## config.mk

```make
export PLATFORM = sky130hd
export DESIGN_NAME = masked_sbox_feeder
export DESIGN_NICKNAME = d
export VERILOG_FILES = /design/src/rtl/masked_sbox_feeder.sv
export SDC_FILE = /design/constraint.sdc
export NUM_CORES = 1
export LEC_CHECK = 0
export BUFFER_PORTS_ARGS = -buffer_cell sky130_fd_sc_hd__buf_2
export CAP_MARGIN = 25
export CELL_PAD_IN_SITES_DETAIL_PLACEMENT = 1
export CELL_PAD_IN_SITES_GLOBAL_PLACEMENT = 1
export CORE_ASPECT_RATIO = 1.25
export CORE_MARGIN = 1.5
export CORE_UTILIZATION = 40
export CTS_CLUSTER_SIZE = 25
export DETAILED_ROUTE_END_ITERATION = 8
export PLACE_DENSITY_LB_ADDON = 0.1
export SETUP_SLACK_MARGIN = 0.2
export SLEW_MARGIN = 5
export SYNTH_ARGS = -nofsm -noshare
export SYNTH_HDL_FRONTEND = slang
export SYNTH_SLANG_ARGS = --single-unit
```

## constraint.sdc

```tcl
create_clock -name clk -period 12.4 [get_ports clk]
set_input_delay 1.24 -clock clk [delete_from_list [all_inputs] [get_ports clk]]
set_output_delay 1.24 -clock clk [all_outputs]
set_load 0.1 [all_outputs]
```

## src/rtl/masked_sbox_feeder.sv

```systemverilog
// masked_sbox_feeder: nibble-serial two-share driver/collector around a one-stage masked PRINCE S-box.
// Latency: start accepted at edge 0, done pulses in cycle NIBBLES+2; busy high for NIBBLES+1 cycles.
// Backpressure: none; start is honoured only in IDLE. Macro FEEDER_LFSR_EN swaps r_in for a seeded 64-bit LFSR.
module masked_sbox_feeder #(
    parameter int NIBBLES = 16
) (
    input  logic                   clk,
    input  logic                   rst,
    input  logic                   start,
    input  logic                   inv,
    input  logic [4*NIBBLES-1:0]   state_x_in,
    input  logic [4*NIBBLES-1:0]   state_y_in,
`ifdef FEEDER_LFSR_EN
    input  logic [63:0]            seed,
    input  logic                   seed_ld,
`else
    input  logic [15:0]            r_in,
`endif
    output logic                   busy,
    output logic                   done,
    output logic [4*NIBBLES-1:0]   state_x_out,
    output logic [4*NIBBLES-1:0]   state_y_out,
    output logic                   sb_en,
    output logic                   sb_sel,
    output logic [3:0]             sb_x,
    output logic [3:0]             sb_y,
    output logic [15:0]            sb_r,
    input  logic [3:0]             sb_zx,
    input  logic [3:0]             sb_zy
);

    localparam int W  = 4 * NIBBLES;
    localparam int CW = (NIBBLES > 1) ? $clog2(NIBBLES) : 1;

    typedef enum logic [1:0] {
        S_IDLE  = 2'd0,
        S_FEED  = 2'd1,
        S_DRAIN = 2'd2,
        S_DONE  = 2'd3
    } state_t;

    state_t          st;
    logic [CW-1:0]   cnt;
    // Share x and share y live in physically separate registers throughout.
    logic [W-1:0]    sh_x;
    logic [W-1:0]    sh_y;
    logic [W-1:0]    res_x;
    logic [W-1:0]    res_y;

    // Nibble k of each share leaves the shift registers with no logic in the path.
    assign sb_x = sh_x[3:0];
    assign sb_y = sh_y[3:0];

    // Sequencer: latch operands on start, stream nibbles out, collect S-box results one cycle later.
    // sb_sel is the latched (inverted) inv bit, held for the whole operation.
    always_ff @(posedge clk or posedge rst) begin
        if (rst) begin
            st          <= S_IDLE;
            cnt         <= '0;
            sh_x        <= '0;
            sh_y        <= '0;
            res_x       <= '0;
            res_y       <= '0;
            busy        <= 1'b0;
            done        <= 1'b0;
            sb_en       <= 1'b0;
            sb_sel      <= 1'b0;
            state_x_out <= '0;
            state_y_out <= '0;
        end else begin
            done <= 1'b0;
            case (st)
                S_IDLE: begin
                    if (start) begin
                        sh_x   <= state_x_in;
                        sh_y   <= state_y_in;
                        sb_sel <= ~inv;
                        cnt    <= '0;
                        busy   <= 1'b1;
                        sb_en  <= 1'b1;
                        st     <= S_FEED;
                    end
                end
                S_FEED: begin
                    sh_x <= {4'h0, sh_x[W-1:4]};
                    sh_y <= {4'h0, sh_y[W-1:4]};
                    // The S-box output is valid from the second FEED cycle onward.
                    if (cnt != '0) begin
                        res_x <= {sb_zx, res_x[W-1:4]};
                        res_y <= {sb_zy, res_y[W-1:4]};
                    end
                    cnt <= cnt + CW'(1);
                    if (cnt == CW'(NIBBLES - 1)) begin
                        sb_en <= 1'b0;
                        st    <= S_DRAIN;
                    end
                end
                S_DRAIN: begin
                    // Last nibble arrives now; publish the completed shares directly.
                    res_x       <= {sb_zx, res_x[W-1:4]};
                    res_y       <= {sb_zy, res_y[W-1:4]};
                    state_x_out <= {sb_zx, res_x[W-1:4]};
                    state_y_out <= {sb_zy, res_y[W-1:4]};
                    busy        <= 1'b0;
                    sb_sel      <= 1'b0;
                    done        <= 1'b1;
                    st          <= S_DONE;
                end
                default: begin
                    st <= S_IDLE;
                end
            endcase
        end
    end

`ifdef FEEDER_LFSR_EN
    // Fibonacci LFSR x^64+x^63+x^61+x^60+1, shifting left; 16 fresh bits per step group.
    function automatic logic [63:0] lfsr_adv16(input logic [63:0] s);
        logic [63:0] v;
        v = s;
        for (int i = 0; i < 16; i++) begin
            v = {v[62:0], v[63] ^ v[62] ^ v[60] ^ v[59]};
        end
        return v;
    endfunction

    logic [63:0] lfsr_q;
    logic [63:0] lfsr_nxt;

    assign lfsr_nxt = lfsr_adv16(lfsr_q);
    // The low 16 bits after each advance are all newly generated, so no bit is reused.
    assign sb_r     = sb_en ? lfsr_nxt[15:0] : 16'h0000;

    // Seed in IDLE (all-zero seed would lock up), advance only while feeding.
    always_ff @(posedge clk or posedge rst) begin
        if (rst) begin
            lfsr_q <= 64'h0000_0000_0000_0001;
        end else if (st == S_IDLE && seed_ld) begin
            lfsr_q <= (seed == 64'h0) ? 64'h0000_0000_0000_0001 : seed;
        end else if (st == S_FEED) begin
            lfsr_q <= lfsr_nxt;
        end
    end
`else
    // External randomness passes through only while the S-box is enabled.
    assign sb_r = sb_en ? r_in : 16'h0000;
`endif

endmodule
```

After elaboration in Yosys (flattened, before gate mapping). Cells that the tools add are included.

Flip-flop bits (word level): 394. Logic and storage cells: 51. Bits of input ports: 156. Output and inout port bits: 156.

$add $sub $neg: 1. Bitwise logic cells: 1. Equality and inequality tests: 6. Reduce and logical (&&, ||, !) cells: 10. Mux-type cells: 21.

Operators with widths (count): one-hot mux 64 bit (2 select lines) (4); 2-to-1 mux 64 bit (4); 2-to-1 mux 16 bit (1); one-hot mux 4 bit (2 select lines) (1); AND reduction 2 bit (4); inequality test 2 bit, second input constant (3); one-hot mux 1 bit (2 select lines) (3); one-hot mux 2 bit (3 select lines) (1); nonzero test 2 bit (3); adder 4 x 1 -> 4 bit, second input constant (1); == test 4 bit, second input constant (1); 2-to-1 mux 1 bit (4); 2-to-1 mux 2 bit (2); 2-to-1 mux 4 bit (1); nonzero test 4 bit (1); AND reduction 3 bit (1); == test 2 x 1 -> 1 bit, second input constant (1); == test 2 bit, second input constant (1); zero test 2 bit (1); NOT 1 bit (1).

Logic depth before layout (Yosys ltp). Gate-level depths: netlist (run 1).

Depth after elaboration: 3. Depth in mapped cells: 9. Gate-level depth less buffers: 5.

Worst setup path before layout (run 1). Ideal clock, no wire load.

Path kind: register -> output. Start point: register sb_en. End point: output sb_r[10]. Stages on the path, launching flop included: 3. Path buffers: 1. Arrival: 2.019 ns. Path slack: 9.141 ns. Required time: 11.160 ns. Path through: dfrtp_1 > clkbuf_1 > and2_1.

Longest elaborated chain between the ends: 1.

Ends and longest elaborated chain: from (decl) (RTL line 23) `output logic sb_en,`; from (signal assigned) (RTL line 66) `sb_en <= 1'b0;`; from (signal assigned) (RTL line 80) `sb_en <= 1'b1;`; from (signal assigned) (RTL line 94) `sb_en <= 1'b0;`; 2-to-1 mux 16 bit (RTL line 146) `assign sb_r = sb_en ? r_in : 16'h0000;`; to (decl) (RTL line 27) `output logic [15:0] sb_r,`.

Every way passes these cells.

Worst setup path in the final report (run 1).
Start point: register st[1]. End point: register res_y[38].

Longest elaborated chain between the ends: 3. Elaborated cells between the ends (all ways): 6. Classes of those cells: eq/ne (3); mux (1); reduce/logical (2).

Ends and longest elaborated chain: from (decl) (RTL line 42) `state_t st;`; from (signal assigned) (RTL line 58) `st <= S_IDLE;`; from (signal assigned) (RTL line 81) `st <= S_FEED;`; from (signal assigned) (RTL line 95) `st <= S_DRAIN;`; == test 2 x 1 -> 1 bit / == test 2 bit (equally long branches) (RTL line 72) `case (st)`; inequality test 2 bit (no source line) / nonzero test 2 bit (equally long branches); AND reduction 2 bit (no source line); to (signal assigned) (RTL line 90) `res_y <= {sb_zy, res_y[W-1:4]};`; to (signal assigned) (RTL line 101) `res_y <= {sb_zy, res_y[W-1:4]};`; to (decl) (RTL line 48) `logic [W-1:0] res_y;`.

Several ways; a longest one is shown, not always the timed one. A chain may end at the register's enable or synchronous reset.

==> impl_metrics.py, run 1 <==
metrics = {
    "synth": {
        "yosysTopAreaCell": "dfrtp_1",
        "ys_async_sr_fraction_pct": 100,
        "ys_ff_latch": 386,
        "synth_area_um2": 15800,
        "seq_area_frac_synth_pct": 61.0,
        "ys_warn_count": 0,
        "yosysMostFrequentCell": "dfrtp_1",
        "synth_area_leaders": "dfrtp_1 (61%), mux2_2 (13%), mux2i_1 (7.6%)",
        "syn_inst": 1165,
        "synth.distinct_cells": 31,
        "synth_top_area_share_pct": 61.0,
        "yosys-top-cells-count": "dfrtp_1 (386), mux2_2 (186), nand2_1 (134)",
        "avgSynthCellArea_um2": 13.6,
        "synth-edff-count": 0,
        "syn_nets": 1327,
        "ys.flop_type": "dfrtp_1",
    },
    "die": {
        "fp.dieW_um": 181,
        "io_pins": 312,
        "die_h_um": 225,
        "core_um2": 39100,
        "die_area_um2": 40800,
        "start_util_pct": 40.5,
        "row_count": 81,
    },
    "critical_path": {
        "crit_slowest_cell": "buf_4",
        "cpLargestDelayFamily": "buffers and inverters",
        "cp_cell_sequence": "inv_1 -> ha_4 -> nand4bb_1 -> o21ai_4 -> buf_4 -> buf_4 -> mux2_2",
        "cp-start-kind": "register",
        "cp-end-kind": "register",
        "cpPeakStageDelay_ps": 670,
        "r2r-end": "res_y[38]",
        "r2r_start": "st[1]",
        "critPathArrivalTime_ps": 3560,
        "cp.required_ps": 12830,
        "path_common_cell": "buf_4",
        "crit_type": "reg2reg",
        "r2r_cells": 7,
        "crit_fanout": 48,
        "crit_buf_inv": 3,
        "r2r_slack_ps": 9270,
    },
    "routing": {
        "firstDrtPassIters": 4,
        "drc": 0,
        "drtIter0Drc": 471,
        "wirelength_mm": 35.6,
        "via_count": 9801,
        "wl_per_cell_um": 17.9,
        "detail_route.vias_per_cell": 4.94,
        "ant_nets": 0,
    },
    "status": {
        "status": "finished clean",
    },
    "clocking": {
        "cts_setup_buffers": 0,
        "ctsRootBufferMaster": "clkbuf_16",
        "cts_hold_buf": 0,
        "cts_sinks": 386,
        "clk_pin_slew_ps": 60,
        "cts_tree": "yes",
        "clk_latency_ps": 550,
        "cts_buffers": 42,
        "ctsResizeCount": 0,
        "htree_levels": 2,
        "clockBufferDepth": 3,
    },
    "global_routing": {
        "antenna_found_initial": 5,
        "grt_max_degree": 153,
        "first_global_vias": 10477,
        "grt_pass1_wl_mm": 57.0,
        "grt-ovfl-total": 0,
        "grt_use_total_pct": 17.5,
    },
    "sta": {
        "fmax_mhz": 320,
        "tightest_slew_ps": 960,
        "finalHoldViolCount": 0,
        "setup_violations": 0,
        "report.final.slew_viol_count": 0,
        "slew_headroom_pct": 36.0,
        "period_needed_ps": 3130,
        "finalClockSkew_ps": 14.5,
        "rsz0062_at_grt": "false",
        "period_share_pct": 25.2,
        "fin_tns_setup_ps": 0,
    },
    "placement": {
        "io_buffers": 311,
        "gp_congestion": 0.736,
        "hpwl_mm": 23.2,
    },
    "min_path": {
        "worstHoldPathCells": 2,
        "hold_path_class": "reg2reg",
        "hold_end": "sh_y[0]",
        "hold_start": "sh_y[0]",
    },
    "cells_and_area": {
        "area.growth.synth_to_final_pct": 20.7,
        "finalNetCount": 1615,
        "layout-drive-gt1-share_pct": 39.2,
        "fill_cells": 4052,
    },
    "run": {
        "drv_cap": 0,
    },
}
==> kinds of logic after synthesis <==
family | Yosys count | synth area share (%)
flip-flops | 386 | 61.0
multiplexers | 370 | 25.4
AND/OR/NAND/NOR | 170 | 4.60
AO/OA/AOI/OAI | 145 | 4.75
buffers and inverters | 88 | 3.78
adder cells (fa/ha/maj) | 6 | 0.474
==> sequential cells by signal, indices dropped and copies added (netlist names) <==
register and cells:
sb_en 1, cnt 4, res_y 60, done 1, sh_y 64, sb_sel 1, st 2, busy 1
sh_x 64, state_x_out 64, res_x 60, state_y_out 64
==> worst min-delay path: stages (launching register included) <==
cell	delay, ps
dfrtp_1	330
nand2_1	50
o21ai_0	60
==> cell type report <==
class | instances | area [um^2] | share of cell area, %
Sequential cell | 386 | 9660 | 50.5
Multi-Input combinational cell | 691 | 5620 | 29.4
Timing Repair Buffer | 326 | 1750 | 9.13
Clock buffer | 62 | 1210 | 6.31
Tap cell | 498 | 623 | 3.26
Clock inverter | 12 | 233 | 1.22
Inverter | 6 | 30.0 | 0.157
Antenna cell | 4 | 10.0 | 0.0523
==> layout by cell type (no fill, tap or decap), drive strengths merged <==
| cell | n |
|---|---|
| a21oi | 3 |
| a221o | 1 |
| a22o | 1 |
| a2bb2oi | 1 |
| a31o | 1 |
| a32o | 1 |
| and2 | 16 |
| buf | 326 |
| bufinv | 5 |
| clkbuf | 62 |
| clkinv | 4 |
| dfrtp | 386 |
| diode | 4 |
| ha | 6 |
| inv | 9 |
| mux2 | 249 |
| mux2i | 121 |
| nand2 | 134 |
| nand2b | 12 |
| nand3 | 3 |
| nand3b | 1 |
| nand4bb | 1 |
| nor2 | 1 |
| nor2b | 1 |
| o21ai | 135 |
| o311ai | 1 |
| o31ai | 1 |
| or2 | 1 |
==> metal layers <==
layer | global-route usage (%) | vias up | wire length (um)
met5 | 0 | - | 42
met1 | 22.2 | 4933 | 15200
met4 | 4.81 | 8 | 660
li1 | - | 4595 | -
met2 | 29.4 | 209 | 17400
met3 | 4.95 | 56 | 2250
==> per-stage QoR <==
step | util (%) | instances | setup WS, ps | cell area, um^2 | hold WS, ps
floorplan | - | 1165 | 433 | 15800 | 448
global placement | 44.9 | 1903 | 8510 | 17600 | 455
detailed placement | 45.1 | 1905 | 8580 | 17600 | 466
CTS | 48.7 | 1979 | 8940 | 19100 | 478
global route | 48.9 | 1982 | 9000 | 19100 | 510
finish | 48.9 | 1985 | 9270 | 19100 | 475
==> worst max path at each step <==
| stage | endpoint | slack (ps) | start | depth (start not counted) |
|---|---|---|---|---|
| 6_report | res_y[38] | 9270 | st[1] | 7 |
| 5_1_grt | res_y[49] | 9000 | st[1] | 7 |
| 4_1_cts | sh_x[3] | 8940 | st[0] | 7 |
| 3_5_place_dp | sh_y[44] | 8580 | rst | 4 |
| 3_3_place_gp | sh_x[19] | 8510 | start | 5 |
| 2_1_floorplan | busy | 430 | rst | 1 |
Power of run 1 is not shown: default switching activity piles up to over one toggle a cycle in this logic, so the estimate is an artifact.
==> run 2: changes to the inputs <==
- CORE_UTILIZATION: 40 -> 45
- clock period: 12.4 -> 3.2 ns (I/O delays scaled with it)
==> impl_metrics.py, run 2 (synthesized netlist as in run 1, its figures left out) <==
metrics = {
    "sta": {
        "slew_headroom_pct": 40.8,
        "whs_ps": 30.5,
        "tightest_slew_ps": 887,
        "rsz0062_at_grt": "false",
        "fin_tns_setup_ps": 0,
        "period_needed_ps": 2330,
        "setup_violations": 0,
        "finalHoldViolCount": 0,
        "fmax_mhz": 430,
        "report.final.slew_viol_count": 0,
        "finalClockSkew_ps": 13.8,
        "period_share_pct": 72.7,
    },
    "routing": {
        "wirelength_mm": 34.7,
        "firstDrtPassIters": 5,
        "ant_nets": 0,
        "via_count": 9779,
        "wl_per_cell_um": 17.7,
        "drtIter0Drc": 522,
        "detail_route.vias_per_cell": 4.99,
        "drc": 0,
    },
    "critical_path": {
        "cp-start-kind": "register",
        "critPathArrivalTime_ps": 2710,
        "cp.required_ps": 3580,
        "r2r_slack_ps": 870,
        "cpPeakStageDelay_ps": 540,
        "cpLargestDelayFamily": "buffers and inverters",
        "crit_slowest_cell": "mux2i_4",
        "crit_type": "reg2reg",
        "crit_fanout": 47,
        "crit_buf_inv": 2,
        "cp-end-kind": "register",
        "cp_cell_sequence": "inv_1 -> ha_1 -> mux2i_4 -> buf_4 -> o21ai_0",
    },
    "clocking": {
        "cts_sinks": 386,
        "cts_buffers": 40,
        "htree_levels": 2,
        "ctsRootBufferMaster": "clkbuf_16",
        "ctsResizeCount": 0,
        "clk_pin_slew_ps": 60,
        "cts_hold_buf": 4,
        "clk_latency_ps": 540,
        "cts_setup_buffers": 0,
        "cts_tree": "yes",
        "clockBufferDepth": 3,
    },
    "global_routing": {
        "grt_pass1_wl_mm": 55.4,
        "antenna_found_initial": 4,
        "first_global_vias": 10620,
        "grt-ovfl-total": 0,
        "grt_max_degree": 94,
        "grt_use_total_pct": 19.3,
    },
    "cells_and_area": {
        "layout.cells.most_common": "dfrtp_1",
        "multi_input_area_um2": 5620,
        "finalNetCount": 1624,
        "area.growth.synth_to_final_pct": 20.5,
        "finalInstanceArea_um2": 19100,
        "fill_cells": 3637,
        "layout-drive-gt1-share_pct": 39.4,
        "final_cells": 1958,
        "seq_area_um2": 9660,
        "final_cell_mix": "dfrtp_1 (386), buf_2 (311), mux2_2 (186)",
    },
    "die": {
        "row_count": 76,
        "io_pins": 312,
        "start_util_pct": 45.8,
        "fp.dieW_um": 171,
        "die_h_um": 213,
        "core_um2": 34600,
        "die_area_um2": 36300,
    },
    "placement": {
        "hpwl_mm": 23.1,
        "gp_congestion": 0.740,
        "dp.cells": 1884,
        "placed_area_um2": 17700,
        "io_buffers": 311,
    },
    "min_path": {
        "hold_path_class": "in2reg",
    },
    "run": {
        "drv_cap": 0,
    },
    "status": {
        "status": "finished clean",
    },
}
## run 2: changes by cell type in the layout (fill, tap and decap cells not counted), moves of 2 or more
cell           previous run  this run
buf_12                    3        10
clkbuf_1                 12         7
clkbuf_8                  8        13
bufinv_16                 5         1
dlygate4sd3_1             0         4
buf_16                    2         0
buf_4                    10        12
clkinvlp_4                0         2
diode_2                   4         2
## run 2: through the flow
stage / worst slack, ps / util (%)
finish: 872 / 55.1
detailed placement: 831 / 51.2
global placement: 958 / 51.2
CTS: 829 / 55.1
global route: 666 / 55.1
floorplan: -2310 / -
## run 2: final cells by class
class                   count  area share (%)
diodes                      2          0.0262
clock buffers              61            6.45
inverters                   6           0.138
multi-input cells         691            29.4
well taps                 468            3.07
clock inverters             7           0.387
flip-flops and latches    386            50.6
repair buffers            337            9.88
## run 2: path summary, 6_finish.rpt
check                      startpoint         endpoint  cells past startpoint
max                             st[0]         sh_x[24]                      5
min                          sb_zx[1]  state_x_out[61]                      2
max in group asynchronous         rst        res_y[44]                      4
min in group asynchronous         rst          sh_y[7]                      3
max reg2reg                     st[0]         sh_x[24]                      5
min reg2reg                  sh_x[31]         sh_x[31]                      2
## run 2: routing by layer
layer	vias to the layer above	global-route usage, %	part of all wire [%]
met4	4	5.54	1.7
li1	4612	-	-
met5	-	0	0.078
met3	51	5.89	7.4
met2	219	32.9	50
met1	4893	23.5	41
Power of run 2 is left out for the same reason.
==> run 3: changes to the inputs <==
- clock period: 3.2 -> 2.4 ns (I/O delays scaled with it)
==> impl_metrics.py, run 3 (synthesized netlist as in run 1, its figures left out) <==
metrics = {
    "critical_path": {
        "crit_type": "reg2out",
        "crit_slowest_cell": "dfrtp_1",
        "cpPeakStageDelay_ps": 610,
        "critPathArrivalTime_ps": 1790,
        "cpLargestDelayFamily": "flip-flops",
        "cp_cell_sequence": "and2_2 -> buf_2",
        "r2r_cells": 5,
        "cp-start-kind": "register",
        "cp-end-kind": "output port",
        "crit_fanout": 19,
        "cp.required_ps": 2160,
        "cp.depth": 2,
        "crit_buf_inv": 1,
        "r2r_start": "st[1]",
        "r2r_slack_ps": 370,
        "r2r-end": "sh_x[10]",
    },
    "global_routing": {
        "grt_max_degree": 113,
        "antenna_found_initial": 1,
        "grt_use_total_pct": 20.2,
        "first_global_vias": 11025,
        "grt-ovfl-total": 0,
        "grt_pass1_wl_mm": 58.2,
    },
    "min_path": {
        "hold_end": "sh_y[2]",
        "hold_start": "state_y_in[2]",
        "hold_path_class": "in2reg",
        "worstHoldPathCells": 3,
    },
    "cells_and_area": {
        "layout-drive-gt1-share_pct": 39.3,
        "layout.cells.most_common": "dfrtp_1",
        "area.growth.synth_to_final_pct": 24.5,
        "finalNetCount": 1676,
        "final_cell_mix": "dfrtp_1 (386), buf_2 (311), mux2_2 (186)",
    },
    "clocking": {
        "ctsRootBufferMaster": "clkbuf_16",
        "htree_levels": 2,
        "cts_tree": "yes",
        "cts_buffers": 40,
        "cts_sinks": 386,
        "clk_latency_ps": 540,
        "cts_setup_buffers": 0,
        "clk_pin_slew_ps": 60,
        "clockBufferDepth": 3,
    },
    "sta": {
        "period_share_pct": 84.4,
        "finalClockSkew_ps": 19.9,
        "fmax_mhz": 493,
        "tightest_slew_ps": 781,
        "setup_violations": 0,
        "finalHoldViolCount": 0,
        "period_needed_ps": 2030,
        "rsz0062_at_grt": "false",
        "report.final.slew_viol_count": 0,
        "whs_ps": 16.1,
        "slew_headroom_pct": 47.9,
        "fin_ws_ps": 374,
    },
    "placement": {
        "pre_cts_ws_ps": 301,
        "io_buffers": 311,
        "hpwl_mm": 23.8,
        "gp_congestion": 0.730,
    },
    "die": {
        "die_area_um2": 36300,
        "die_h_um": 213,
        "io_pins": 312,
        "core_um2": 34600,
        "start_util_pct": 45.8,
        "row_count": 76,
        "fp.dieW_um": 171,
    },
    "routing": {
        "via_count": 10087,
        "detail_route.vias_per_cell": 5.01,
        "wl_per_cell_um": 17.9,
        "drtIter0Drc": 423,
        "drc": 0,
        "ant_nets": 0,
        "firstDrtPassIters": 4,
        "wirelength_mm": 36.1,
    },
    "run": {
        "drv_cap": 0,
    },
    "status": {
        "status": "finished clean",
    },
}
-- run 3: cell types whose count changed in the layout (fill, tap and decap cells not counted), moves of 4 or more --
cell           change
dlygate4sd3_1     +46
clkinv_2           +4
and2_2            +10
and2_1            -10
buf_12             +6
-- run 3: per-stage QoR --
step	utilization, %	instance area (um^2)	instances	TNS [ps]
3_3_place_gp	51.6	17900	1890	0
6_report	57.0	19700	2013	0
4_1_cts	57.0	19700	2012	0
3_5_place_dp	51.6	17900	1890	0
2_1_floorplan	-	15900	1165	-1169560
5_1_grt	57.0	19700	2012	0
-- run 3: what timing repair did --
item / CTS / global route
gates resized for setup: 0 / 1
endpoints found under the setup margin: 0 / 13
hold endpoints to repair: 97 / 0
hold buffers: 50 / 0
-- run 3: final cells by class --
cell class | count | area, um^2
Inverter | 6 | 26.3
Clock inverter | 13 | 161
Multi-Input combinational cell | 691 | 5640
Tap cell | 468 | 586
Sequential cell | 386 | 9660
Timing Repair Buffer | 389 | 2470
Antenna cell | 1 | 2.50
Fill cell | 3575 | 14900
Clock buffer | 59 | 1180
-- run 3: worst max path at each step --
stage,slack (ps),end,from
floorplan,-3030,busy,rst
global placement,400,sh_y[5],st[0]
detailed placement,300,sh_y[1],st[0]
CTS,280,sh_y[1],st[0]
global route,240,st[1],st[1]
finish,370,sb_r[9],sb_en
-- run 3: metal layers --
metal	share of wire (%)	GRT usage [%]
met5	0.033	0
met4	1.9	5.26
met2	51	35.2
met3	6.6	5.15
met1	41	25.0
-- run 3: worst register-to-register path: stages (launching register included) --
cell,delay [ps]
dfrtp_1,430
inv_1,130
ha_4,210
buf_12,540
mux2i_1,460
o21ai_0,110
Power of run 3 is left out for the same reason.
